## src/rtl/lwe_row_accumulator_if.sv

```systemverilog
// Row-in and ciphertext-out handshake bundle for lwe_row_accumulator.
// master = upstream key cache / downstream output stage side, slave = accumulator.
interface lwe_row_accumulator_if #(
    parameter int DATA_WIDTH = 16,
    parameter int NUM_COLS   = 4
);
    logic                           row_valid;
    logic                           row_ready;
    logic [NUM_COLS*DATA_WIDTH-1:0] row_in;
    logic [15:0]                    sum_in;
    logic                           select;
    logic                           ct_valid;
    logic                           ct_ready;
    logic [NUM_COLS*DATA_WIDTH-1:0] ct_a;
    logic [15:0]                    ct_b;

    modport master (
        output row_valid, row_in, sum_in, select, ct_ready,
        input  row_ready, ct_valid, ct_a, ct_b
    );

    modport slave (
        input  row_valid, row_in, sum_in, select, ct_ready,
        output row_ready, ct_valid, ct_a, ct_b
    );
endinterface

```

## src/rtl/lwe_row_accumulator.sv

```systemverilog
// Accumulates NUM_ROWS selected public-key rows into an LWE ciphertext (ct_a, ct_b).
// Optional LWE_ACC_SEL_COUNT_EN adds a sel_count output counting selected rows.
module lwe_row_accumulator #(
    parameter int DATA_WIDTH = 16,
    parameter int NUM_ROWS   = 8,
    parameter int NUM_COLS   = 4
) (
    input  logic       clk,
    input  logic       rst,
    input  logic       start,
    input  logic [2:0] kyber_k,
    input  logic       msg_bit,
    output logic       busy,
`ifdef LWE_ACC_SEL_COUNT_EN
    output logic [$clog2(NUM_ROWS+1)-1:0] sel_count,
`endif
    lwe_row_accumulator_if.slave bus
);
    localparam int CNT_W = (NUM_ROWS > 1) ? $clog2(NUM_ROWS) : 1;
    localparam logic [CNT_W-1:0] LAST_ROW = CNT_W'(NUM_ROWS - 1);

    typedef enum logic [1:0] {IDLE, ACCUM, FINAL, DONE} state_t;

    state_t                                 state_q, state_d;
    logic [CNT_W-1:0]                       cnt_q, cnt_d;
    logic [NUM_COLS-1:0][DATA_WIDTH-1:0]    acc_a_q, acc_a_d;
    logic [15:0]                            acc_b_q, acc_b_d;
    logic [2:0]                             k_q, k_d;
    logic                                   msg_q, msg_d;
    logic                                   row_ready;
    logic                                   ct_valid;
`ifdef LWE_ACC_SEL_COUNT_EN
    logic [$clog2(NUM_ROWS+1)-1:0]          sel_cnt_q, sel_cnt_d;
`endif

    function automatic logic [DATA_WIDTH-1:0] add_lane(input logic [DATA_WIDTH-1:0] a,
                                                       input logic [DATA_WIDTH-1:0] b);
        return a + b;
    endfunction

    function automatic logic [15:0] add_b(input logic [15:0] a, input logic [15:0] b);
        return a + b;
    endfunction

    // k == 3 restricts the row to lanes 0..2; every other k uses all lanes.
    function automatic logic lane_active(input logic [2:0] k, input int c);
        return (k == 3'd3) ? (c < 3) : 1'b1;
    endfunction

    always_comb begin
        state_d   = state_q;
        cnt_d     = cnt_q;
        acc_a_d   = acc_a_q;
        acc_b_d   = acc_b_q;
        k_d       = k_q;
        msg_d     = msg_q;
        row_ready = 1'b0;
        ct_valid  = 1'b0;
`ifdef LWE_ACC_SEL_COUNT_EN
        sel_cnt_d = sel_cnt_q;
`endif
        unique case (state_q)
            IDLE: begin
                if (start) begin
                    acc_a_d = '0;
                    acc_b_d = '0;
                    cnt_d   = '0;
                    k_d     = kyber_k;
                    msg_d   = msg_bit;
`ifdef LWE_ACC_SEL_COUNT_EN
                    sel_cnt_d = '0;
`endif
                    state_d = ACCUM;
                end
            end
            ACCUM: begin
                row_ready = 1'b1;
                if (bus.row_valid) begin
                    if (bus.select) begin
                        for (int c = 0; c < NUM_COLS; c++) begin
                            if (lane_active(k_q, c)) begin
                                acc_a_d[c] = add_lane(acc_a_q[c],
                                                      bus.row_in[c*DATA_WIDTH +: DATA_WIDTH]);
                            end
                        end
                        acc_b_d = add_b(acc_b_q, bus.sum_in);
`ifdef LWE_ACC_SEL_COUNT_EN
                        sel_cnt_d = sel_cnt_q + 1'b1;
`endif
                    end
                    // Leaving on the last row keeps the counter from wrapping.
                    if (cnt_q == LAST_ROW) begin
                        state_d = FINAL;
                    end else begin
                        cnt_d = cnt_q + 1'b1;
                    end
                end
            end
            FINAL: begin
                acc_b_d = add_b(acc_b_q, {msg_q, 15'b0});
                state_d = DONE;
            end
            DONE: begin
                ct_valid = 1'b1;
                if (bus.ct_ready) begin
                    state_d = IDLE;
                end
            end
            default: state_d = IDLE;
        endcase
    end

    always_ff @(posedge clk or posedge rst) begin
        if (rst) begin
            state_q <= IDLE;
            cnt_q   <= '0;
            acc_a_q <= '0;
            acc_b_q <= '0;
            k_q     <= '0;
            msg_q   <= 1'b0;
`ifdef LWE_ACC_SEL_COUNT_EN
            sel_cnt_q <= '0;
`endif
        end else begin
            state_q <= state_d;
            cnt_q   <= cnt_d;
            acc_a_q <= acc_a_d;
            acc_b_q <= acc_b_d;
            k_q     <= k_d;
            msg_q   <= msg_d;
`ifdef LWE_ACC_SEL_COUNT_EN
            sel_cnt_q <= sel_cnt_d;
`endif
        end
    end

    assign bus.row_ready = row_ready;
    assign bus.ct_valid  = ct_valid;
    assign bus.ct_a      = acc_a_q;
    assign bus.ct_b      = acc_b_q;
    assign busy          = (state_q != IDLE);
`ifdef LWE_ACC_SEL_COUNT_EN
    assign sel_count     = sel_cnt_q;
`endif

endmodule

```

## src/flat_wrapper.sv

```systemverilog
// flat-port wrapper written by rule: the top's interface ports become plain ports
module lwe_row_accumulator_flat 
#(
    parameter int DATA_WIDTH = 16,
    parameter int NUM_ROWS   = 8,
    parameter int NUM_COLS   = 4
)
  (clk, rst, start, kyber_k, msg_bit, busy, bus_row_valid, bus_row_in, bus_sum_in, bus_select, bus_ct_ready, bus_row_ready, bus_ct_valid, bus_ct_a, bus_ct_b);
  lwe_row_accumulator_if #(.DATA_WIDTH(DATA_WIDTH), .NUM_COLS(NUM_COLS)) bus_i ();
  input  logic clk;
  input  logic rst;
  input  logic start;
  input  logic [2:0] kyber_k;
  input  logic msg_bit;
  output logic busy;
  input wire logic [$bits(bus_i.row_valid)-1:0] bus_row_valid;
  input wire logic [$bits(bus_i.row_in)-1:0] bus_row_in;
  input wire logic [$bits(bus_i.sum_in)-1:0] bus_sum_in;
  input wire logic [$bits(bus_i.select)-1:0] bus_select;
  input wire logic [$bits(bus_i.ct_ready)-1:0] bus_ct_ready;
  output wire logic [$bits(bus_i.row_ready)-1:0] bus_row_ready;
  output wire logic [$bits(bus_i.ct_valid)-1:0] bus_ct_valid;
  output wire logic [$bits(bus_i.ct_a)-1:0] bus_ct_a;
  output wire logic [$bits(bus_i.ct_b)-1:0] bus_ct_b;
  assign bus_i.row_valid = bus_row_valid;
  assign bus_i.row_in = bus_row_in;
  assign bus_i.sum_in = bus_sum_in;
  assign bus_i.select = bus_select;
  assign bus_i.ct_ready = bus_ct_ready;
  assign bus_row_ready = bus_i.row_ready;
  assign bus_ct_valid = bus_i.ct_valid;
  assign bus_ct_a = bus_i.ct_a;
  assign bus_ct_b = bus_i.ct_b;
  lwe_row_accumulator #(.DATA_WIDTH(DATA_WIDTH), .NUM_ROWS(NUM_ROWS), .NUM_COLS(NUM_COLS)) u_core (.clk(clk), .rst(rst), .start(start), .kyber_k(kyber_k), .msg_bit(msg_bit), .busy(busy), .bus(bus_i));
endmodule
```

## config.mk

```make
export PLATFORM = sky130hd
export DESIGN_NAME = lwe_row_accumulator_flat
export DESIGN_NICKNAME = d
export VERILOG_FILES = /design/src/rtl/lwe_row_accumulator_if.sv /design/src/rtl/lwe_row_accumulator.sv /design/src/flat_wrapper.sv
export SDC_FILE = /design/constraint.sdc
export NUM_CORES = 1
export LEC_CHECK = 0
export ABC_AREA = 1
export ABC_CLOCK_PERIOD_IN_PS = 3250
export BUFFER_PORTS_ARGS = -buffer_cell sky130_fd_sc_hd__buf_2
export CAP_MARGIN = 20
export CORE_ASPECT_RATIO = 1.75
export CORE_MARGIN = 2
export CORE_UTILIZATION = 55
export DETAILED_ROUTE_END_ITERATION = 10
export GPL_TIMING_DRIVEN = 0
export PLACE_DENSITY_LB_ADDON = 0.12
export SYNTH_ARGS = -nofsm -noshare
export SYNTH_HDL_FRONTEND = slang
export SYNTH_SLANG_ARGS = --single-unit
```

## constraint.sdc

```tcl
create_clock -name clk -period 3.25 [get_ports clk]
set_input_delay 0 -clock clk [delete_from_list [all_inputs] [get_ports clk]]
set_output_delay 0 -clock clk [all_outputs]
set_load 0.1 [all_outputs]
```

==> metrics.yaml, run 1 <==
synthesis:
  syn-num-nets: 1206
  yosys.cell_types.count: 39
  synth_edf_count: 0
  ys_seq_area_share_pct: 30.75
  synthCells: 1029
  ys_ff_latch: 89
  yosysWarnings: 0
  synth_flop_cell: "dfrtp_1"
  ys_async_sr_fraction_pct: 100.0
  syn_area_per_cell_um2: 7.038
  syn_area_mm2: 0.007242
layout:
  final.fill_count: 1188
  drive_gt1_share_pct: 18.00
  nNetsFinal: 1400
  utilization_pct: 68.25
  multi_input_area_mm2: 0.004534
  seq_area_mm2: 0.002227
  final_common_cell: "nand2_1"
  area_growth_syn_to_layout_pct: 21.27
  final_cell_mix: "nand2_1, buf_2, inv_1"
routing:
  final_antenna_net_count: 0
  first_pass_iters: 5
  wl_per_cell_um: 13.96
  drt_wl_total_um: 19560
  vias: 7453
  avgViaCountPerCell: 5.320
  drt_iter0_drc: 304
  drc: 0
placement:
  hpwlAfterDp_um: 15490
  io_buffers: 172
  pre_cts_slack_ns: 0.8416
  place_congestion: 0.9141
global_route:
  grt_pass1_vias: 7200
  grt_usage_pct: 28.16
  grt_pass1_wl_um: 32350
  antenna_found_initial: 2
  grt_max_degree: 62
  globalRouteOverflowTotal: 0
clock_network:
  cts_root_buf: "clkbuf_16"
  cts_buffers: 9
  cts-resized-gates: 0
  cts.clk_slew.worst_paths_ns: 0.07
  cts_setup_buffers: 0
  cts_buffer_depth: 2
  cts_tree: "done"
  htree_levels: 3
  hold_buffers: 10
  clock-sinks: 89
  insertion_delay_ns: 0.35
worst_setup_path:
  end_kind: "flop"
  crit_required_ns: 3.52
  crit_arrival_ns: 2.70
  r2r_cells: 11
  crit_type: "reg -> reg"
  crit_fanout: 10
  start_kind: "flop"
timing:
  slew_viol_final: 0
  setup_slack_ns: 0.8248
  skew_ns: 0.01003
  worstMarginPinSlew_ns: 0.5152
  slew_headroom_pct: 65.89
  finalCriticalPeriod_ns: 2.425
  grt_setup_unrepaired: "false"
  hold_violations: 0
  max_freq_mhz: 412.3
  finalSetupViolCount: 0
  period_share_pct: 74.62
die:
  coreArea_mm2: 0.01287
  dieArea_mm2: 0.01414
  die_y_um: 155.8
  rows: 55
  io_pins: 173
  die_w_um: 90.74
  start_util_pct: 56.28
power_and_ir_drop:
  peakVddDrop_uv: 778.9
  p_total_mw: 8.704
  p_leak_nw: 5.042
  p_per_area_mw_per_mm2: 991.1
run:
  maxCapViolations: 0
min_path:
  hp-class: "in -> reg"
  holdPathStages: 5
outcome:
  outcome: "completed"
-- cells by family after synthesis --
family / Yosys count / share of synthesized area (%)
and+or+nand+nor: 520 / 29.73
AOI/OAI and AO/OA: 199 / 14.81
buffers and inverters: 114 / 6.634
DFF: 89 / 30.75
adders and majority gates: 87 / 15.55
xor gates and xnor gates: 17 / 2.056
muxes: 3 / 0.4664
-- synthesized netlist by cell type (all sizes together) (4+ instances only) --
cell	n	share of area, %
nand2	340	18
nand4	6	0.60
or2	4	0.35
dfrtp	89	31
nor2	79	4.2
nor3	6	0.48
ha	82	14
nand3b	9	0.93
buf	13	1.4
nand3	69	4.8
xor2	10	1.2
a21o	4	0.41
fa	5	1.4
o21bai	9	0.93
and2	5	0.43
a21oi	91	6.3
o31ai	6	0.62
inv	101	5.3
o21ai	77	5.3
xnor2	7	0.85
a31oi	4	0.35
-- worst paths after layout --
| check | from | to | slack (ns) |
|---|---|---|---|
| max in group asynchronous | rst | u_core.bus.ct_a[20]$_DFFE_PP0P_ | 2.39 |
| hold reg to reg | u_core.cnt_q[1]$_DFFE_PP0P_ | u_core.cnt_q[1]$_DFFE_PP0P_ | 0.49 |
| min in group asynchronous | rst | u_core.bus.ct_a[12]$_DFFE_PP0P_ | 0.22 |
| setup reg to reg | u_core.state_q[1]$_DFFE_PP0P_ | u_core.bus.ct_b[6]$_DFFE_PP0P_ | 0.82 |
| hold / removal | bus_row_in[15] | u_core.bus.ct_a[15]$_DFFE_PP0P_ | 0.007 |
| setup / recovery | u_core.state_q[1]$_DFFE_PP0P_ | u_core.bus.ct_b[6]$_DFFE_PP0P_ | 0.82 |
-- state kept, by name, indices dropped and copies added, names as in the netlist --
| signal | count |
|---|---|
| u_core.bus.ct_a | 64 |
| u_core.bus.ct_b | 16 |
| u_core.cnt_q | 3 |
| u_core.k_q | 3 |
| u_core.state_q | 2 |
| u_core.msg_q | 1 |
-- worst max-delay path: stages (launching register included) --
cell,delay [ns]
dfrtp_1,0.37
inv_1,0.10
ha_1,0.33
inv_2,0.17
or2_1,0.13
nand2_2,0.07
inv_2,0.10
nand4_2,0.20
nor3_2,0.33
buf_2,0.33
nand2_1,0.10
o21ai_1,0.12
-- area by class of cell --
class                      instances  area share [%]
multi-input combinational        826           51.63
tap                              171           2.436
clock inverter                     5          0.8833
clock buffer                      11           2.878
timing repair buffer             183           11.26
sequential                        89           25.36
buffer                            13           1.126
inverter                         101           4.374
antenna                            2         0.05699
-- routing by layer --
metal	global-route usage, %	vias to the layer above	share of wire (%)
met5	0	-	0
met4	10.70	0	2.6
met3	3.961	37	4.6
met2	54.05	193	54
met1	30.89	3416	39
li1	-	3807	-
-- through the flow --
step / hold WS (ns) / setup TNS [ns] / cells / area [um2]
2_1_floorplan: 0.1505 / 0 / 1029 / 7242
3_3_place_gp: 0.2330 / -27.23 / 1372 / 8317
3_5_place_dp: 0.04680 / 0 / 1373 / 8347
4_1_cts: 0.007019 / 0 / 1399 / 8777
5_1_grt: 0.04148 / 0 / 1401 / 8782
6_report: 0.006868 / 0 / 1401 / 8782
-- power breakdown --
part           leakage [nW]  internal (mW)  switching, mW
combinational          3.69           1.39           4.42
clock                 0.162          0.713          0.454
sequential             1.19           1.45          0.278
total                  5.04           3.56           5.15
Note: power is estimated with default switching activity, not from simulation.
==> inputs of run 2 (changes only) <==
--- a/config.mk
+++ b/config.mk
@@ -6,7 +6,7 @@
 export NUM_CORES = 1
 export LEC_CHECK = 0
 export ABC_AREA = 1
-export ABC_CLOCK_PERIOD_IN_PS = 3250
+export ABC_CLOCK_PERIOD_IN_PS = 2500
 export BUFFER_PORTS_ARGS = -buffer_cell sky130_fd_sc_hd__buf_2
 export CAP_MARGIN = 20
 export CORE_ASPECT_RATIO = 1.75
==> constraint.sdc (replaced) <==
create_clock -name clk -period 2.5 [get_ports clk]
set_input_delay 0 -clock clk [delete_from_list [all_inputs] [get_ports clk]]
set_output_delay 0 -clock clk [all_outputs]
set_load 0.1 [all_outputs]
==> metrics.yaml, run 2 (synthesized netlist as in run 1, its figures left out) <==
layout:
  final_cell_mix: "nand2_1, buf_2, inv_1"
  final_common_cell: "nand2_1"
  largest_reg_flops: 64  # unchanged
  nNetsFinal: 1399  # -0.071%
  postLayoutCellArea_mm2: 0.008760  # -0.26%
  finalNonFillerCells: 1400  # -0.071%
  utilization_pct: 68.07  # -0.18 points
  area_growth_syn_to_layout_pct: 20.96
  drive_gt1_share_pct: 18.09  # +0.096 points
timing:
  grt_setup_unrepaired: "false"
  period_share_pct: 90.04  # +15 points
  skew_ns: 0.007627  # -0.002404 ns
  hold_violations: 0  # unchanged
  max_freq_mhz: 444.2  # +7.7%
  slew_viol_final: 0  # unchanged
  timing.hold.ws_ns: 0.01179  # +0.004919 ns
  slew_headroom_pct: 65.26  # -0.63 points
  worstMarginPinSlew_ns: 0.5246  # +0.009453 ns
  setup_slack_ns: 0.2489  # -0.5758 ns
  finalCriticalPeriod_ns: 2.251  # -0.1742 ns
  finalSetupViolCount: 0  # unchanged
clock_network:
  clock-sinks: 89  # unchanged
  cts-resized-gates: 0  # unchanged
  cts_buffers: 9  # unchanged
  cts_tree: "done"
  cts_buffer_depth: 2  # unchanged
  cts_root_buf: "clkbuf_16"
  htree_levels: 3  # unchanged
  cts_setup_buffers: 0  # unchanged
  cts.clk_slew.worst_paths_ns: 0.07  # about the same
  insertion_delay_ns: 0.35  # about the same
global_route:
  grt_pass1_wl_um: 32400  # +0.17%
  grt_pass1_vias: 7262  # +0.86%
  grt_max_degree: 56  # -9.7%
  antenna_found_initial: 2  # unchanged
  grt_usage_pct: 28.19  # +0.033 points
  globalRouteOverflowTotal: 0  # unchanged
die:
  die_y_um: 155.8  # unchanged
  io_pins: 173  # unchanged
  dieArea_mm2: 0.01414  # unchanged
  rows: 55  # unchanged
  die_w_um: 90.74  # unchanged
  coreArea_mm2: 0.01287  # unchanged
  start_util_pct: 56.28  # unchanged
routing:
  vias: 7398  # -0.74%
  wl_per_cell_um: 13.86  # -0.69%
  drc: 0  # unchanged
  first_pass_iters: 4  # -1
  avgViaCountPerCell: 5.284  # -0.67%
  drt_iter0_drc: 244  # -20%
  drt_wl_total_um: 19410  # -0.76%
  final_antenna_net_count: 0  # unchanged
placement:
  place_congestion: 0.9079  # -0.68%
  io_buffers: 172  # unchanged
  placed_cells: 1373  # unchanged
  postPlaceCellArea_mm2: 0.008352  # about the same
  hpwlAfterDp_um: 15570  # +0.54%
  pre_cts_slack_ns: 0.2640  # -0.5776 ns
power_and_ir_drop:
  p_leak_nw: 5.018  # -0.49%
  p_per_area_mw_per_mm2: 1284  # +30%
  peakVddDrop_uv: 1121  # +44%
worst_setup_path:
  crit_top_cell: "inv_2"
  critPathMaxStageDelay_ns: 0.37  # about the same
  start_kind: "flop"
  crit_required_ns: 2.77  # -0.75 ns
  crit_fanout: 10  # unchanged
  cp_slowest_cell: "dfrtp_1"
  crit_type: "reg -> reg"
  end_kind: "flop"
  crit_chain: "inv_1 -> ha_2 -> inv_2 -> or2_1 -> nand2_2 -> inv_2 -> nand4_2 -> nor3_2 -> buf_2 -> nand2_1 -> o21ai_1"
  crit_arrival_ns: 2.52  # -0.18 ns
min_path:
  hp-class: "in -> reg"
run:
  maxCapViolations: 0  # unchanged
outcome:
  outcome: "completed"
==> run 2: what timing repair did <==
item / CTS / global route
endpoints found under the hold margin: 42 / 0
endpoints found under the setup margin: 0 / 0
hold buffers: 9 / 0
==> run 2: metal layers <==
metal  global-route usage [%]  wire length (um)
met5                        0                 0
met4                    10.70               535
met3                    4.589               845
met1                    30.29              7488
met2                    54.41             10540
==> run 2: worst paths after layout <==
path | startpoint | cells past startpoint | slack, ns | endpoint
setup reg to reg | u_core.state_q[1]$_DFFE_PP0P_ | 11 | 0.25 | u_core.bus.ct_b[6]$_DFFE_PP0P_
hold reg to reg | u_core.cnt_q[2]$_DFFE_PP0P_ | 2 | 0.50 | u_core.cnt_q[2]$_DFFE_PP0P_
hold / removal | bus_row_in[31] | 5 | 0.01 | u_core.bus.ct_a[31]$_DFFE_PP0P_
min in group asynchronous | rst | 3 | 0.24 | u_core.bus.ct_b[5]$_DFFE_PP0P_
setup / recovery | u_core.state_q[1]$_DFFE_PP0P_ | 11 | 0.25 | u_core.bus.ct_b[6]$_DFFE_PP0P_
max in group asynchronous | rst | 4 | 1.63 | u_core.bus.ct_a[23]$_DFFE_PP0P_
==> run 2: power breakdown <==
part           internal [mW]  switching, mW  total [mW]
Combinational           1.81           5.72        7.53
Clock                  0.876          0.587        1.46
Sequential              1.89          0.360        2.25
Total                   4.58           6.67        11.2
==> run 2: cell type report <==
cell class / count / area [um2]
Tap cell: 171 / 214.0
Antenna cell: 2 / 5.005
Clock inverter: 5 / 80.08
Multi-Input combinational cell: 826 / 4537
Sequential cell: 89 / 2230
Buffer: 13 / 98.84
Fill cell: 1204 / 4109
Timing Repair Buffer: 182 / 978.4
Clock buffer: 11 / 232.7
Inverter: 101 / 384.1
==> run 2: stage by stage <==
step / setup TNS (ns) / total power [mW]
final: 0 / 11.25
after CTS: 0 / 11.31
after global routing: 0 / 12.05
after global placement: -95.43 / 9.718
after floorplan: -0.01633 / 8.242
after detailed placement: 0 / 9.793
==> run 2: worst max-delay path, delay by kind of cell (launching register included) <==
kind	cells	cell delay, ns
AND/OR/NAND/NOR	5	0.79
buffers and inverters	4	0.63
flip-flops	1	0.37
adder cells (fa/ha/maj)	1	0.26
AO/OA/AOI/OAI	1	0.12
==> inputs of run 3 (changes only) <==
--- a/config.mk
+++ b/config.mk
@@ -9,9 +9,11 @@
 export ABC_CLOCK_PERIOD_IN_PS = 2500
 export BUFFER_PORTS_ARGS = -buffer_cell sky130_fd_sc_hd__buf_2
 export CAP_MARGIN = 20
-export CORE_ASPECT_RATIO = 1.75
+export CELL_PAD_IN_SITES_DETAIL_PLACEMENT = 1
+export CELL_PAD_IN_SITES_GLOBAL_PLACEMENT = 2
+export CORE_ASPECT_RATIO = 1.1
 export CORE_MARGIN = 2
-export CORE_UTILIZATION = 55
+export CORE_UTILIZATION = 30
 export DETAILED_ROUTE_END_ITERATION = 10
 export GPL_TIMING_DRIVEN = 0
 export PLACE_DENSITY_LB_ADDON = 0.12
==> metrics.yaml, run 3 (synthesized netlist as in run 1, its figures left out) <==
placement:
  place_congestion: 0.8278  # -8.8%
  io_buffers: 172  # unchanged
  pre_cts_slack_ns: 0.1394  # -0.1246 ns
  hpwlAfterDp_um: 18990  # +22%
  postPlaceCellArea_mm2: 0.008519  # +2.0%
worst_setup_path:
  critPathMaxStageDelay_ns: 0.38  # about the same
  cp_slowest_cell: "dfrtp_1"
  start_kind: "flop"
  r2r_slack_ns: 0.25  # about the same
  r2r_cells: 13  # +2
  crit_type: "reg -> reg"
  cp.depth: 13  # +2
  cp.buffers_inverters: 5  # +1
  crit_arrival_ns: 2.51  # about the same
  crit_required_ns: 2.77  # about the same
  path_delay_family: "buffers and inverters"
  crit_fanout: 10  # unchanged
  end_kind: "flop"
  crit_chain: "inv_1 -> ha_2 -> inv_2 -> or2_1 -> nand2_2 -> a21oi_2 -> nand2_2 -> inv_2 -> nand2_4 -> inv_4 -> buf_4 -> nand2_1 -> o21ai_1"
routing:
  final_antenna_net_count: 0  # unchanged
  drt_iter0_drc: 153  # -37%
  drt_wl_total_um: 23660  # +22%
  avgViaCountPerCell: 4.828  # -8.6%
  vias: 7421  # +0.31%
  wl_per_cell_um: 15.40  # +11%
  drc: 0  # unchanged
  first_pass_iters: 4  # unchanged
global_route:
  grt_max_degree: 53  # -5.4%
  grt_pass1_wl_um: 39370  # +22%
  grt_pass1_vias: 7826  # +7.8%
  grt_usage_pct: 18.95  # -9.2 points
  globalRouteOverflowTotal: 0  # unchanged
  antenna_found_initial: 3  # +1
timing:
  setup_slack_ns: 0.2546  # +0.005658 ns
  finalCriticalPeriod_ns: 2.245  # -0.005658 ns
  finalSetupViolCount: 0  # unchanged
  slew_viol_final: 0  # unchanged
  hold_violations: 0  # unchanged
  skew_ns: 0.01441  # +0.006787 ns
  grt_setup_unrepaired: "false"
  timing.hold.ws_ns: 0.03040  # +0.01862 ns
  worstMarginPinSlew_ns: 0.5615  # +0.03688 ns
  slew_headroom_pct: 62.56  # -2.7 points
  max_freq_mhz: 445.4  # +0.25%
  period_share_pct: 89.82  # -0.23 points
power_and_ir_drop:
  p_leak_nw: 5.032  # +0.28%
  p_switching_mw: 6.887  # +3.3%
  internal_power_mw: 4.517  # -1.3%
  clkPwrFrac_pct: 12.5  # -0.5 points
  power_frac_comb_pct: 67.7  # +0.7 points
  p_seq_share_pct: 19.8  # -0.2 points
  power_switching_share_pct: 60.39  # +1.1 points
  peakVddDrop_uv: 678.7  # -39%
  p_per_area_mw_per_mm2: 1273  # -0.83%
die:
  coreArea_mm2: 0.02370  # +84%
  rows: 59  # +7.3%
  start_util_pct: 30.56  # -26 points
  die_y_um: 167.0  # +7.2%
  die_w_um: 152.1  # +68%
  io_pins: 173  # unchanged
  dieArea_mm2: 0.02540  # +80%
clock_network:
  cts_tree: "done"
  cts_root_buf: "clkbuf_16"
  insertion_delay_ns: 0.35  # about the same
  htree_levels: 3  # unchanged
  cts_buffer_depth: 2  # unchanged
  cts.clk_slew.worst_paths_ns: 0.07  # about the same
  cts_buffers: 9  # unchanged
  clock-sinks: 89  # unchanged
min_path:
  hp-class: "in -> reg"
  holdPathStages: 5  # unchanged
outcome:
  outcome: "completed"
layout:
  drive_gt1_share_pct: 18.13  # +0.037 points
  postLayoutCellArea_mm2: 0.008957  # +2.3%
  final.fill_count: 3055  # +150%
  final_cell_mix: "nand2_1, buf_2, inv_1"
  final_common_cell: "nand2_1"
  area_growth_syn_to_layout_pct: 23.69
  nNetsFinal: 1402  # +0.21%
  multi_input_area_mm2: 0.004552  # +0.33%
  largest_reg_flops: 64  # unchanged
  seq_area_mm2: 0.002230  # unchanged
run:
  maxCapViolations: 0  # unchanged
## run 3: changes by cell type in the layout (fill, tap and decap cells not counted), sizes merged
cell,previous run,this run
bufinv,2,1
dlygate4sd3,9,12
clkinv,1,2
## run 3: stage by stage
step	util (%)	cells	power [mW]	setup TNS [ns]
floorplan	-	1029	8.242	-0.01633
global placement	35.83	1506	9.961	-130.21
detailed placement	35.95	1507	10.07	0
CTS	37.72	1535	11.58	0
global route	37.79	1536	12.36	0
finish	37.80	1537	11.40	0
## run 3: layout make-up
type,count,share of cell area (%)
Antenna cell,2,0.05587
Buffer,13,1.104
Clock buffer,11,2.710
Clock inverter,5,0.6146
Inverter,101,4.288
Multi-Input combinational cell,826,50.82
Sequential cell,89,24.89
Tap cell,305,4.260
Timing Repair Buffer,185,11.26
## run 3: path summary, 6_finish.rpt
check	startpoint	to
hold / removal	bus_row_in[63]	u_core.bus.ct_a[63]$_DFFE_PP0P_
setup / recovery	u_core.state_q[1]$_DFFE_PP0P_	u_core.bus.ct_a[14]$_DFFE_PP0P_
setup reg to reg	u_core.state_q[1]$_DFFE_PP0P_	u_core.bus.ct_a[14]$_DFFE_PP0P_
hold reg to reg	u_core.cnt_q[2]$_DFFE_PP0P_	u_core.cnt_q[2]$_DFFE_PP0P_
max in group asynchronous	rst	u_core.bus.ct_a[1]$_DFFE_PP0P_
min in group asynchronous	rst	u_core.bus.ct_b[1]$_DFFE_PP0P_
## run 3: power by group through the flow
stage | clock network [mW] | registers (mW) | logic, mW
floorplan | 0 | 4.78 | 3.46
global placement | 0 | 2.28 | 7.68
detailed placement | 0 | 2.29 | 7.77
CTS | 1.50 | 2.27 | 7.82
global route | 1.55 | 2.33 | 8.48
finish | 1.43 | 2.26 | 7.72
## run 3: worst reg2reg max path: stages, from the launching register on
cell	delay, ns
dfrtp_1	0.38
inv_1	0.10
ha_2	0.26
inv_2	0.14
or2_1	0.13
nand2_2	0.07
a21oi_2	0.14
nand2_2	0.09
inv_2	0.17
nand2_4	0.16
inv_4	0.12
buf_4	0.22
nand2_1	0.08
o21ai_1	0.12
## run 3: metal layers
metal  wire [um]  global-route usage [%]  vias to the layer above
met1       10850                   23.66                     3482
met4         425                   5.445                        0
met2       11620                   34.14                      114
li1            -                       -                     3800
met3         768                   2.446                       25
met5           0                       0                        -
## run 3: what timing repair did
item | in CTS | in global routing
hold buffers | 12 | 0
endpoints found under the hold margin | 48 | 0
setup buffers | 0 | 0
setup endpoints to repair | 0 | 12
resized for setup | 0 | 3
